--- config.mk ---
export PLATFORM = sky130hd
export DESIGN_NAME = temp_bcd_alarm
export DESIGN_NICKNAME = d
export VERILOG_FILES = /design/src/rtl/temp_pkg.sv /design/src/rtl/bin2bcd_seq.sv /design/src/rtl/temp_bcd_alarm.sv
export SDC_FILE = /design/constraint.sdc
export NUM_CORES = 1
export LEC_CHECK = 0
export CAP_MARGIN = 30
export CORE_ASPECT_RATIO = 0.7
export CORE_MARGIN = 2
export CORE_UTILIZATION = 50
export CTS_BUF_LIST = sky130_fd_sc_hd__clkbuf_16
export CTS_CLUSTER_SIZE = 12
export DETAILED_ROUTE_END_ITERATION = 16
export PLACE_DENSITY_LB_ADDON = 0.3
export SYNTH_ARGS = -nofsm -noshare
export SYNTH_HDL_FRONTEND = slang
export SYNTH_HIERARCHICAL = 1
export SYNTH_SLANG_ARGS = --single-unit
export TNS_END_PERCENT = 100
--- constraint.sdc ---
create_clock -name sys_clk -period 2.8 [get_ports sys_clk]
set_input_delay 0.56 -clock sys_clk [delete_from_list [all_inputs] [get_ports sys_clk]]
set_output_delay 0.56 -clock sys_clk [all_outputs]
set_load 0.02 [all_outputs]
--- src/rtl/temp_pkg.sv ---
// Shared types and constants for the temperature BCD / fever-alarm slice.
package temp_pkg;

  localparam int TEMP_X10_W       = 11;
  localparam int BCD_W            = 16;
  localparam int ALARM_HI_X10_DEF = 370;
  localparam int HYST_X10_DEF     = 5;

  typedef enum logic [2:0] {
    ST_IDLE    = 3'd0,
    ST_CAPTURE = 3'd1,
    ST_MULT    = 3'd2,
    ST_CONV    = 3'd3,
    ST_DONE    = 3'd4
  } state_t;

endpackage

--- src/rtl/bin2bcd_seq.sv ---
// Sequential double-dabble: 11-bit binary to four BCD digits, one bit per cycle.
module bin2bcd_seq
  import temp_pkg::*;
(
  input  logic                  sys_clk,
  input  logic                  sys_rst_n,
  input  logic                  start,
  input  logic [TEMP_X10_W-1:0] bin,
  output logic [BCD_W-1:0]      bcd,
  output logic                  done
);

  localparam logic [3:0] LAST_ITER = 4'(TEMP_X10_W - 1);

  logic [TEMP_X10_W-1:0]       bin_sr;
  logic [BCD_W-1:0]            bcd_sr;
  logic [3:0]                  iter;
  logic                        busy;
  logic [BCD_W+TEMP_X10_W-1:0] adj;

  function automatic logic [BCD_W-1:0] add3(input logic [BCD_W-1:0] b);
    logic [BCD_W-1:0] r;
    r = b;
    for (int n = 0; n < BCD_W / 4; n++) begin
      if (r[n*4 +: 4] >= 4'd5) r[n*4 +: 4] = r[n*4 +: 4] + 4'd3;
    end
    return r;
  endfunction

  always_comb begin
    adj = {add3(bcd_sr), bin_sr};
  end

  // done is high during the final iteration so the caller can advance on the same edge.
  assign done = busy && (iter == LAST_ITER);
  assign bcd  = bcd_sr;

  always_ff @(posedge sys_clk or negedge sys_rst_n) begin
    if (!sys_rst_n) begin
      bin_sr <= '0;
      bcd_sr <= '0;
      iter   <= '0;
      busy   <= 1'b0;
    end else if (start) begin
      bin_sr <= bin;
      bcd_sr <= '0;
      iter   <= '0;
      busy   <= 1'b1;
    end else if (busy) begin
      bcd_sr <= adj[BCD_W+TEMP_X10_W-2 -: BCD_W];
      bin_sr <= {adj[TEMP_X10_W-2:0], 1'b0};
      iter   <= iter + 4'd1;
      if (iter == LAST_ITER) busy <= 1'b0;
    end
  end

endmodule

--- src/rtl/temp_bcd_alarm.sv ---
// Periodic sampler of the sensor reading: stability check, x10 scaling, BCD
// conversion and hysteretic fever alarm.
module temp_bcd_alarm
  import temp_pkg::*;
#(
  parameter int SAMPLE_PERIOD = 50_000_000,
  parameter int ALARM_HI_X10  = ALARM_HI_X10_DEF,
  parameter int HYST_X10      = HYST_X10_DEF,
  parameter int MAX_RETRY     = 15
) (
  input  logic                  sys_clk,
  input  logic                  sys_rst_n,
  input  logic [7:0]            temp_int,
  input  logic [7:0]            temp_deci,
  output logic [TEMP_X10_W-1:0] temp_x10,
  output logic [BCD_W-1:0]      temp_bcd,
  output logic                  data_valid,
  output logic                  alarm,
  output state_t                fsm_state
);

  localparam int CNT_W   = $clog2(SAMPLE_PERIOD);
  localparam int RETRY_W = $clog2(MAX_RETRY + 1);
  localparam logic [CNT_W-1:0]      TICK_LAST = CNT_W'(SAMPLE_PERIOD - 1);
  localparam logic [RETRY_W-1:0]    RETRY_LAST = RETRY_W'(MAX_RETRY - 1);
  localparam logic [TEMP_X10_W-1:0] ALARM_HI = TEMP_X10_W'(ALARM_HI_X10);
  localparam logic [TEMP_X10_W-1:0] ALARM_LO = TEMP_X10_W'(ALARM_HI_X10 - HYST_X10);

  logic [15:0]           sync1, sync2, sync3;
  logic                  stable;
  logic [CNT_W-1:0]      tick_cnt;
  logic                  tick;
  state_t                state;
  logic [RETRY_W-1:0]    retry_cnt;
  logic [6:0]            int_q;
  logic [3:0]            deci_q;
  logic [3:0]            deci_clamp;
  logic [TEMP_X10_W-1:0] int_ext;
  logic [TEMP_X10_W-1:0] x10_calc;
  logic [TEMP_X10_W-1:0] x10_q;
  logic [BCD_W-1:0]      bcd_res;
  logic                  bcd_done;

  // The buses are asynchronous: sync1/sync2 resynchronise, sync3 is sync2 one cycle ago.
  always_ff @(posedge sys_clk or negedge sys_rst_n) begin
    if (!sys_rst_n) begin
      sync1 <= '0;
      sync2 <= '0;
      sync3 <= '0;
    end else begin
      sync1 <= {temp_int, temp_deci};
      sync2 <= sync1;
      sync3 <= sync2;
    end
  end

  assign stable = (sync2 == sync3);

  always_ff @(posedge sys_clk or negedge sys_rst_n) begin
    if (!sys_rst_n)               tick_cnt <= '0;
    else if (tick_cnt == TICK_LAST) tick_cnt <= '0;
    else                          tick_cnt <= tick_cnt + 1'b1;
  end

  assign tick       = (tick_cnt == TICK_LAST);
  assign deci_clamp = (sync2[7:0] > 8'd9) ? 4'd9 : sync2[3:0];
  assign int_ext    = {4'b0, int_q};
  assign x10_calc   = (int_ext << 3) + (int_ext << 1) + {7'b0, deci_q};
  assign fsm_state  = state;

  bin2bcd_seq u_bin2bcd (
    .sys_clk   (sys_clk),
    .sys_rst_n (sys_rst_n),
    .start     (state == ST_MULT),
    .bin       (x10_calc),
    .bcd       (bcd_res),
    .done      (bcd_done)
  );

  always_ff @(posedge sys_clk or negedge sys_rst_n) begin
    if (!sys_rst_n) begin
      state      <= ST_IDLE;
      retry_cnt  <= '0;
      int_q      <= '0;
      deci_q     <= '0;
      x10_q      <= '0;
      temp_x10   <= '0;
      temp_bcd   <= '0;
      data_valid <= 1'b0;
      alarm      <= 1'b0;
    end else begin
      data_valid <= 1'b0;
      case (state)
        ST_IDLE: begin
          retry_cnt <= '0;
          if (tick) state <= ST_CAPTURE;
        end
        ST_CAPTURE: begin
          if (stable) begin
            int_q     <= sync2[14:8];
            deci_q    <= deci_clamp;
            retry_cnt <= '0;
            state     <= ST_MULT;
          end else if (retry_cnt == RETRY_LAST) begin
            retry_cnt <= '0;
            state     <= ST_IDLE;
          end else begin
            retry_cnt <= retry_cnt + 1'b1;
          end
        end
        ST_MULT: begin
          x10_q <= x10_calc;
          state <= ST_CONV;
        end
        ST_CONV: begin
          if (bcd_done) state <= ST_DONE;
        end
        ST_DONE: begin
          temp_x10   <= x10_q;
          temp_bcd   <= bcd_res;
          data_valid <= 1'b1;
          // Between the two thresholds the alarm keeps its previous value.
          if (x10_q >= ALARM_HI)     alarm <= 1'b1;
          else if (x10_q < ALARM_LO) alarm <= 1'b0;
          state <= ST_IDLE;
        end
        default: state <= ST_IDLE;
      endcase
    end
  end

endmodule

# Yosys cells after proc, flatten, opt, wreduce, memory -nomap -nowiden
# Cells that the tools add are included.
[totals]
out_inout_bits = 32
elab_cells = 78
reg_bits = 164
in_bits = 18
[classes]
n_addsub = 9
muxes = 26
reduce_logical = 8
order_cmp = 7
n_eq_ne = 11
[op_table]
columns = ["op", "n"]
rows = [
  ["16-bit 2-to-1 mux", 2],
  ["4-bit 2-to-1 mux", 8],
  ["26-bit by 1-bit adder with 26-bit output (second input constant)", 1],
  ["26-bit == test (second input constant)", 1],
  ["26-bit 2-to-1 mux", 1],
  ["11-bit 2-to-1 mux", 2],
  ["16-bit == test", 1],
  ["4-bit by 3-bit greater-or-equal comparator with 1-bit output (second input constant)", 4],
  ["3-bit 2-to-1 mux", 5],
  ["4-bit by 2-bit adder with 4-bit output (second input constant)", 3],
  ["3-bit case mux with 4 select lines", 1],
  ["10-bit by 8-bit adder with 11-bit output", 1],
  ["11-bit by 4-bit adder with 11-bit output", 1],
  ["11-bit by 9-bit greater-or-equal comparator with 1-bit output (second input constant)", 1],
  ["11-bit by 9-bit < comparator with 1-bit output (second input constant)", 1],
  ["4-bit by 1-bit adder with 4-bit output (second input constant)", 2],
  ["4-bit == test (second input constant)", 2],
  ["8-bit by 4-bit greater-than comparator with 1-bit output (second input constant)", 1],
  ["4-bit case mux with 2 select lines", 1],
  ["3-bit by 2-bit == test with 1-bit output (second input constant)", 2],
  ["1-bit 2-to-1 mux", 6],
  ["2-bit nonzero test", 3],
  ["2-bit inequality test (second input constant)", 2],
  ["2-bit AND reduction", 2],
  ["7 further kinds", 7],
]

# Depth between registers and ports, before layout
# Gate-level depths: netlist of the first run.
[logic_depth]
word_depth = 4
depth_mapped = 11
mapped_depth_nobuf = 11

# Modules after synthesis
# Netlist of the first run, hierarchy kept.
[by_module_without_submodules]
columns = ["mod", "instances", "seq_area_each_um2", "cells_each", "area_each_um2"]
rows = [
  ["temp_bcd_alarm", 1, 3303.2, 422, 5380.2],
  ["bin2bcd_seq", 1, 800.8, 185, 1778.0],
]

# Least setup slack after synthesis of the first run
# Ideal clock, no wire load.
[synth_timing]
path_kind = "reg2reg"
from = "reg int_q[0]"
to = "reg u_bin2bcd.bin_sr[9]"
arrival_time_ns = 2.473
required_time_ns = 2.666
setup_time_ns = 0.134
slack_ns = 0.193
n_path_buf = 0
period_less_slack_ns = 2.607
path_stages_with_launch = 12
path_cell_list = "dfrtp_1 -> inv_1 -> fa_1 -> inv_1 -> ha_1 -> a211oi_1 -> o21bai_1 -> a2111oi_0 -> o21a_1 -> nor2_1 -> nand2_1 -> o21ai_0"
[synth_between]
elab_chain_cells = 3
[synth_lines]
columns = ["element", "line", "rtl"]
rows = [
  ["start: declaration", "temp_bcd_alarm.sv:35", "logic [6:0] int_q;"],
  ["start signal: assignment", "temp_bcd_alarm.sv:100", "int_q <= sync2[14:8];"],
  ["10-bit by 8-bit adder with 11-bit output", "temp_bcd_alarm.sv:68", "assign x10_calc = (int_ext << 3) + (int_ext << 1) + {7'b0, deci_q};"],
  ["11-bit by 4-bit adder with 11-bit output", "temp_bcd_alarm.sv:68", ""],
  ["named net x10_calc[9]", "temp_bcd_alarm.sv:39", "logic [TEMP_X10_W-1:0] x10_calc;"],
  ["11-bit 2-to-1 mux", "bin2bcd_seq.sv:44", "end else if (start) begin"],
  ["end signal: assignment", "bin2bcd_seq.sv:45", "bin_sr <= bin;"],
  ["end signal: assignment", "bin2bcd_seq.sv:51", "bin_sr <= {adj[TEMP_X10_W-2:0], 1'b0};"],
  ["end: declaration", "bin2bcd_seq.sv:15", "logic [TEMP_X10_W-1:0] bin_sr;"],
]
# The timed path passes the listed nets, and every way through them passes these cells.
# A chain may end at the register's enable or synchronous reset.

# Final worst setup path of the first run
# Same ends and word-level chain as after synthesis.

==> reports/results.ini, run 1 <==
[status]
status=completed

[power]
p_leak_nw=3.95
ir_drop_mv=0.425
cellPowerDensity_nw_per_um2=570
power_mw=4.86

[route]
ant_nets=0
drcViolationCount=0
firstDrtPassIters=4
wire_per_inst_um=15.3
routed_wl_mm=13.4
vias_per_cell=5.32
routed-via-count=4655
initialDrtViolationCount=279

[clock_tree]
cts-root-buf=clkbuf_16
cts_made_buffers=17
cts.sinks=164
max-clock-path-buffers=2
clk_pin_slew_ns=0.07
clock_latency_ns=0.43
cts.htree.levels=4
cts_tree=yes

[global_route]
grt_pass1_wl_mm=22.8
grt_max_degree=62
grt_pass1_vias=4625
antenna_found_initial=0
gr-usage-all-layers_pct=18.7
overflow=0

[finish]
fin_nets=718
fillers=1091
multi_input_area_um2=2870
seq_area_um2=4100
area_growth_syn_to_layout_pct=19.2
utilization_pct=61.1
layout-drive-gt1-share_pct=14.3
finalNonFillerCells=875
n_antenna_cell=0

[sta]
finalHoldViolations=0
timing.final.crit_period_ns=2.62
fmax_mhz=382
slew_headroom_pct=59.9
timing.setup.tns_ns=0
min_period_over_period_pct=93.4
finalSetupViolCount=0
clock_skew_ns=0.00508
slew_violations=0
finalWorstSetupSlack_ns=0.185
worstMarginPinSlew_ns=0.598

[place]
dpl.hpwl_mm=9.28
dp.cells=841
portBuffers=49
dp_slack_ns=-0.0577
gp_congestion=0.828

[synthesis]
synthTopCellsByArea=dfrtp_1, mux2_2, ha_1
ys_dominant_reg_cell=dfrtp_1
postSynth.asyncResetShare_pct=100
synth_warnings=6
syn-num-nets=653
yosys-top-cells-count=dfrtp_1, nand2_1, nor2_1, o21ai_0, xor2_1
yosysSeqAreaShare_pct=57.3
ys_types=62
synth_edf_count=0
yosysTopAreaCellShare_pct=57.3
post_synth_instance_area_um2=7160
synth_top_area_cell=dfrtp_1
syn_inst=607
avgSynthCellArea_um2=11.8
yosysMostFrequentCell=dfrtp_1
ys_seq_elements=164

[worst_setup_path]
r2r_slack_ns=0.18
crit_required_ns=3.10
cpMostUsedCell=inv_1
setup.worst_path.end_class=register
critPathSlowestCell=fa_1
arrival_ns=2.91
crit_family=compound AO/OA/AOI/OAI gates
crit_start=int_q[0]$_DFFE_PN0P_
worst-path-buf-inv=2
worstSetupPathType=register to register
cp-start-kind=register
slowest_delay_ns=0.57
path_cells=inv_1 > fa_1 > inv_1 > ha_1 > a211oi_1 > o21bai_1 > a2111oi_2 > o21a_1 > nor2_1 > nand2_1 > o21ai_0
r2r_start=int_q[0]$_DFFE_PN0P_
worstPathMaxFanout=3

[hold_path]
hold_class=primary input to asynchronous set/reset pin

[floorplanning]
die_w_um=147
pin_count=50
die_area_um2=15300
die_h_um=104
fp-row-count=36
core_area_um2=14000
start_util_pct=51.3

[run]
maxCapViolCount=0

flip-flops by register name, summed over array words and instances, names as in the netlist, 3 cells and up:
| name | flops |
|---|---|
| temp_bcd | 16 |
| retry_cnt | 4 |
| u_bin2bcd/bcd | 16 |
| sync3 | 16 |
| u_bin2bcd/iter | 4 |
| fsm_state | 3 |
| x10_q | 11 |
| tick_cnt | 26 |
| sync1 | 16 |
| temp_x10 | 11 |
| sync2 | 16 |
| u_bin2bcd/bin_sr | 11 |
| deci_q | 4 |
| int_q | 7 |
worst reg2reg max path: cells and delay by family (launching register included):
family                     cells  cell delay, ns
buffers and inverters          2            0.12
DFF                            1            0.38
AOI/OAI and AO/OA              5            1.01
and+or+nand+nor                2            0.11
adders and majority gates      2            0.87
metal layers:
layer | up-vias | part of all wire [%] | track usage (%)
li1 | 2243 | - | -
met4 | 0 | 1.1 | 6.46
met3 | 16 | 4.5 | 5.13
met2 | 88 | 44 | 26.7
met1 | 2308 | 50 | 27.8
met5 | - | 0 | 0
power breakdown:
| group | leakage, nW | internal, mW | switching (mW) |
|---|---|---|---|
| Sequential | 2.17 | 2.40 | 0.0214 |
| Clock | 0.301 | 1.29 | 1.06 |
| Combinational | 1.48 | 0.0367 | 0.0573 |
path summary, 6_finish.rpt:
kind | end | depth (start not counted)
setup reg to reg | u_bin2bcd/bin_sr[9]$_DFFE_PN0P_ | 11
setup / recovery | u_bin2bcd/bin_sr[9]$_DFFE_PN0P_ | 11
max in group asynchronous | x10_q[6]$_DFFE_PN0P_ | 2
min in group sys_clk | sync2[2]$_DFF_PN0_ | 0
hold reg to reg | sync2[2]$_DFF_PN0_ | 0
hold / removal | temp_bcd[6]$_DFFE_PN0P_ | 1
cell type report:
class                           instances  area share, %
Sequential cell                       164           48.1
Timing Repair Buffer                   64           7.23
Inverter                               27           1.19
Multi-Input combinational cell        398           33.6
Clock inverter                         15           2.07
Tap cell                              190           2.79
Clock buffer                           17           4.99
what timing repair did:
action / 4_1_cts / 5_1_grt
hold endpoints to repair: 0 / 0
cloned: 0 / 0
hold buffers: 0 / 0
resized for setup: 1 / 1
endpoints found under the setup margin: 2 / 3
pin swaps: 0 / 5
setup buffers: 0 / 2
per-stage QoR:
step,instance area [um2],hold WS [ns]
global route,8530,0.132
global placement,7910,0.334
detailed placement,7910,0.335
finish,8530,0.0875
CTS,8510,0.114
floorplan,7160,0.264
placed cells by master (no fill, tap or decap), types with 12 or more instances in the layout:
master and n:
dfrtp_1 164, nand2_1 59, clkdlybuf4s50_1 48, nor2_1 37
o21ai_0 35, xor2_1 35, mux2_2 31, inv_1 27
ha_1 26, a21oi_1 19, clkbuf_16 17, nand3_1 16
xnor2_1 14, nand4_1 14, buf_4 14, mux2i_1 12
kinds of logic (layout without fill, tap and decap cells):
group / count (synthesis) / after routing / share of synthesized area, %
AND/OR/NAND/NOR: 179 / 179 / 12.7
flip-flops: 164 / 164 / 57.3
AO/OA/AOI/OAI: 92 / 92 / 8.08
multiplexers: 50 / 50 / 8.02
XOR/XNOR: 49 / 49 / 6.00
buffers and inverters: 45 / 123 / 2.74
adder cells (fa/ha/maj): 28 / 28 / 5.10
Power figures use the tool's default switching activity.
==> run 2, diff against run 1 <==
--- a/config.mk
+++ b/config.mk
@@ -7,7 +7,6 @@
 export LEC_CHECK = 0
 export CAP_MARGIN = 30
 export CORE_ASPECT_RATIO = 0.7
-export CORE_MARGIN = 2
 export CORE_UTILIZATION = 50
 export CTS_BUF_LIST = sky130_fd_sc_hd__clkbuf_16
 export CTS_CLUSTER_SIZE = 12
==> run 2 against run 1 <==
- combinational power is essentially flat
- count of clock-buffer cells in the layout did not move
- wire length is 0.30% lower
- critical endpoint unchanged
- largest power group unchanged
- sequential share of layout area shrank 0.11 points
- total power down 0.64%
- sequential cell count stayed put
- fmax down 1.7%
- global-route usage rose by 0.81 points
- non-clock buffer count shrank 2
- critical path type unchanged
- design area increased by 0.23%
- clock skew increased by 0.0058 ns
- hold slack improved by 0.0099 ns
==> reports/results.ini, run 2 (synthesized netlist as in run 1, its figures left out) <==
[status]
status=completed

[floorplanning]
start_util_pct=51.3
core_area_um2=14000
die_w_um=145
die_area_um2=14800
pin_count=50
fp-row-count=36
die_h_um=102

[clock_tree]
cts.htree.levels=4
cts.sinks=164
clock_latency_ns=0.42
cts_tree=yes
max-clock-path-buffers=2
cts_setup_buffers=0
ctsHoldBuffers=0
cts_made_buffers=17
cts-root-buf=clkbuf_16
clk_pin_slew_ns=0.07

[sta]
whs_ns=0.0974
min_period_over_period_pct=95.0
finalSetupViolCount=0
slew_violations=0
finalHoldViolations=0
fmax_mhz=376
clock_skew_ns=0.0109
finalWorstSetupSlack_ns=0.141
slew_headroom_pct=59.3
timing.final.crit_period_ns=2.66
worstMarginPinSlew_ns=0.610
rsz0062_at_grt=no

[finish]
most-common-layout-cells=dfrtp_1, nand2_1, clkdlybuf4s50_1
largest_register=tick_cnt
n_antenna_cell=0
multi_input_area_um2=2890
fillers=1074
layout-drive-gt1-share_pct=14.3
largest_reg_flops=26
fin_nets=716
final_common_cell=dfrtp_1
area_growth_syn_to_layout_pct=19.5
seq_area_um2=4100
finalNonFillerCells=873

[route]
routed_wl_mm=13.3
initialDrtViolationCount=305
routed-via-count=4708
firstDrtPassIters=5
drcViolationCount=0
ant_nets=0
vias_per_cell=5.39
wire_per_inst_um=15.3

[worst_setup_path]
worstSetupPathType=register to register
setup.worst_path.end_class=register
path_cells=inv_1 > fa_1 > inv_1 > ha_1 > a211oi_2 > o21bai_2 > a2111oi_4 > o21a_1 > nor2_1 > nand2_1 > o21ai_0
cp-start-kind=register
worstPathMaxFanout=3
critPathSlowestCell=fa_1
slowest_delay_ns=0.56
arrival_ns=2.96
cpMostUsedCell=inv_1
crit_required_ns=3.10

[power]
p_leak_nw=3.94
p_sw_share_pct=24.4
ir_drop_mv=0.442
p_comb_share_pct=1.9
seqPwrFrac_pct=50.2
cellPowerDensity_nw_per_um2=565
power.switching_mw=1.18
p_int_mw=3.65
p_clk_share_pct=47.9

[place]
gp_congestion=0.909
dp.cells=841
dp_slack_ns=-0.125
dpl.hpwl_mm=9.22
portBuffers=49

[global_route]
grt_pass1_vias=4563
grt_pass1_wl_mm=22.7
antenna_found_initial=0
grt_max_degree=62
gr-usage-all-layers_pct=19.5
overflow=0

[run]
maxCapViolCount=0

[hold_path]
hold_class=primary input to asynchronous set/reset pin

[run 2: final timing paths]
path                                       from                         endpoint  slack [ns]  depth (start not counted)
max                        int_q[0]$_DFFE_PN0P_  u_bin2bcd/bin_sr[9]$_DFFE_PN0P_        0.14                         11
min                                   sys_rst_n         retry_cnt[1]$_DFFE_PN0P_         0.1                          1
max reg2reg                int_q[0]$_DFFE_PN0P_  u_bin2bcd/bin_sr[9]$_DFFE_PN0P_        0.14                         11
min reg2reg                  sync1[8]$_DFF_PN0_               sync2[8]$_DFF_PN0_        0.35                          0
max in group asynchronous             sys_rst_n            tick_cnt[7]$_DFF_PN0_        1.95                          2
min in group sys_clk         sync1[8]$_DFF_PN0_               sync2[8]$_DFF_PN0_        0.35                          0
[run 2: final cells by class]
| cell class | count | share of cell area, % |
|---|---|---|
| Clock buffer | 17 | 4.98 |
| Clock inverter | 15 | 2.08 |
| Inverter | 27 | 1.19 |
| Multi-Input combinational cell | 398 | 33.8 |
| Sequential cell | 164 | 48.0 |
| Tap cell | 190 | 2.78 |
| Timing Repair Buffer | 62 | 7.18 |
[run 2: worst max-delay path: cells and delay by family, from the launching register on]
family	cells	cell delay, ns
AO/OA/AOI/OAI	5	1.05
adder cells (fa/ha/maj)	2	0.88
flip-flops	1	0.38
buffers and inverters	2	0.12
AND/OR/NAND/NOR	2	0.10
[run 2: power groups by stage]
stage / clock network [mW] / registers (mW) / logic [mW]
2_1_floorplan: 0 / 2.46 / 0.0171
3_3_place_gp: 0 / 2.47 / 0.0950
3_5_place_dp: 0 / 2.47 / 0.0972
4_1_cts: 2.37 / 2.42 / 0.0979
5_1_grt: 2.46 / 2.43 / 0.108
6_report: 2.31 / 2.42 / 0.0939
[run 2: metal layers]
metal | global-route usage (%) | part of all wire (%) | up-vias
li1 | - | - | 2249
met1 | 27.6 | 48 | 2316
met2 | 29.4 | 46 | 126
met3 | 4.69 | 5.4 | 17
met4 | 7.69 | 1.3 | 0
met5 | 0 | 0 | -
[run 2: per-stage QoR]
stage | utilization (%) | power (mW) | instance area (um2) | setup TNS (ns)
after global placement | 56.7 | 2.56 | 7920 | 0
after CTS | 61.1 | 4.89 | 8530 | 0
final | 61.2 | 4.83 | 8550 | 0
after global routing | 61.2 | 5.00 | 8550 | 0
after floorplan | - | 2.48 | 7160 | 0
after detailed placement | 56.7 | 2.57 | 7920 | -0.203
[run 2: timing repair]
action,in CTS,in global routing
gates resized for setup,2,3
setup endpoints to repair,2,2
pin swaps,0,1
==> run 3, diff against run 2 <==
--- a/config.mk
+++ b/config.mk
@@ -7,6 +7,7 @@
 export LEC_CHECK = 0
 export CAP_MARGIN = 30
 export CORE_ASPECT_RATIO = 0.7
+export CORE_MARGIN = 4
 export CORE_UTILIZATION = 50
 export CTS_BUF_LIST = sky130_fd_sc_hd__clkbuf_16
 export CTS_CLUSTER_SIZE = 12
==> run 3 against run 2 <==
- clock skew shrank 0.0025 ns
- non-clock buffer count unchanged
- die area up 10%
- register-to-register slack barely moved
- hold slack gained 0.022 ns
- via count is 0.91% higher
- sequential share of layout area up 0.063 points
- global-route usage is 1.6 points lower
- setup slack worse by 0.00088 ns
- first-iteration DRC count up 11%
- sequential power is essentially flat
- critical endpoint unchanged
- highest routed layer unchanged
==> reports/results.ini, run 3 (synthesized netlist as in run 1, its figures left out) <==
[global_route]
grt_max_degree=66
gr-usage-all-layers_pct=17.9
antenna_found_initial=0
overflow=0
grt_pass1_vias=4721
grt_pass1_wl_mm=23.3

[clock_tree]
clk_pin_slew_ns=0.07
cts.sinks=164
max-clock-path-buffers=2
ctsHoldBuffers=0
cts-root-buf=clkbuf_16
cts_tree=yes
cts.htree.levels=4
cts_setup_buffers=0
clock_latency_ns=0.42
cts_made_buffers=17

[floorplanning]
die_w_um=151
die_area_um2=16300
fp-row-count=36
die_h_um=108
pin_count=50
start_util_pct=51.3
core_area_um2=14000

[finish]
multi_input_area_um2=2870
largest_register=tick_cnt
largest_reg_flops=26
area_growth_syn_to_layout_pct=19.3
most-common-layout-cells=dfrtp_1, nand2_1, clkdlybuf4s50_1
seq_area_um2=4100
final_common_cell=dfrtp_1
fin_nets=716
n_antenna_cell=0
layout-drive-gt1-share_pct=14.1
fillers=1056
utilization_pct=61.2

[worst_setup_path]
timing.rr.end=u_bin2bcd/bin_sr[9]$_DFFE_PN0P_
cp-start-kind=register
setup.worst_path.end_class=register
arrival_ns=2.96
r2r_slack_ns=0.14
worstPathMaxFanout=3
rr_worst_depth=11
r2r_start=int_q[0]$_DFFE_PN0P_
crit_required_ns=3.10
worstSetupPathType=register to register
crit_start=int_q[0]$_DFFE_PN0P_

[sta]
slew_headroom_pct=57.5
finalHoldViolations=0
whs_ns=0.120
worstMarginPinSlew_ns=0.634
slew_violations=0
fmax_mhz=376
clock_skew_ns=0.00838
timing.final.crit_period_ns=2.66
finalSetupViolCount=0
rsz0062_at_grt=no
min_period_over_period_pct=95.0

[route]
wire_per_inst_um=15.8
drcViolationCount=0
firstDrtPassIters=5
vias_per_cell=5.44
ant_nets=0
routed_wl_mm=13.8
initialDrtViolationCount=339
routed-via-count=4751

[place]
portBuffers=49
gp_congestion=0.858
dpl.hpwl_mm=9.63

[power]
p_int_mw=3.74
seqPwrFrac_pct=49.3
p_sw_share_pct=23.9
ir_drop_mv=0.515
p_clk_share_pct=48.9
p_leak_nw=3.95
cellPowerDensity_nw_per_um2=576
p_comb_share_pct=1.9
power.switching_mw=1.18

[hold_path]
hold_class=primary input to asynchronous set/reset pin

[status]
status=completed

[run]
maxCapViolCount=0

-- run 3: cell count changes in the layout (fill, tap and decap cells not counted), sizes merged --
cell	change
bufinv	+1
clkinvlp	-1
-- run 3: worst max-delay path by stage --
stage | depth (start not counted) | slack, ns | endpoint
3_3_place_gp | 11 | 0.09 | u_bin2bcd/bin_sr[9]$_DFFE_PN0P_
2_1_floorplan | 11 | 0.19 | u_bin2bcd/bin_sr[9]$_DFFE_PN0P_
4_1_cts | 11 | 0.08 | u_bin2bcd/bin_sr[9]$_DFFE_PN0P_
3_5_place_dp | 11 | -0.04 | u_bin2bcd/bin_sr[9]$_DFFE_PN0P_
6_report | 11 | 0.14 | u_bin2bcd/bin_sr[9]$_DFFE_PN0P_
5_1_grt | 11 | 0.004 | u_bin2bcd/bin_sr[8]$_DFFE_PN0P_
-- run 3: per-layer routing --
layer | wire, um | track usage, % | vias to the layer above
met5 | 0 | 0 | -
met4 | 170 | 6.14 | 0
met1 | 6700 | 26.7 | 2372
met3 | 658 | 4.02 | 21
li1 | - | - | 2253
met2 | 6260 | 26.1 | 105
-- run 3: worst max-delay path, cell delays in order (launching register included) --
cell and delay [ns]:
dfrtp_1 0.38, inv_1 0.07, fa_1 0.56, inv_1 0.06
ha_1 0.32, a211oi_1 0.23, o21bai_1 0.16, a2111oi_2 0.37
o21a_1 0.19, nor2_1 0.05, nand2_1 0.06, o21ai_0 0.08
-- run 3: per-stage QoR --
| stage | cells | setup slack, ns | total power, mW | TNS, ns | instance area (um2) |
|---|---|---|---|---|---|
| floorplan | 607 | 0.193 | 2.48 | 0 | 7160 |
| global placement | 841 | 0.0863 | 2.56 | 0 | 7910 |
| detailed placement | 841 | -0.0373 | 2.57 | -0.0373 | 7910 |
| CTS | 873 | 0.0824 | 4.99 | 0 | 8540 |
| global route | 873 | 0.00381 | 5.10 | 0 | 8540 |
| finish | 873 | 0.140 | 4.92 | 0 | 8540 |
-- run 3: timing repair --
action	CTS	global route
pin swaps	0	2
setup endpoints to repair	2	1
resized for setup	2	0
-- run 3: final cells by class --
class                      count  area share [%]
clock buffer                  17            4.98
clock inverter                15            2.34
inverter                      27            1.19
multi-input combinational    398            33.6
sequential                   164            48.1
tap                          190            2.78
timing repair buffer          62            7.05
-- run 3: power by group through the flow --
stage                     clock [mW]  sequential (mW)  combinational, mW
final                           2.40             2.42             0.0927
after global routing            2.57             2.43              0.107
after CTS                       2.47             2.42             0.0979
after detailed placement           0             2.47             0.0978
after global placement             0             2.47             0.0944
after floorplan                    0             2.46             0.0171
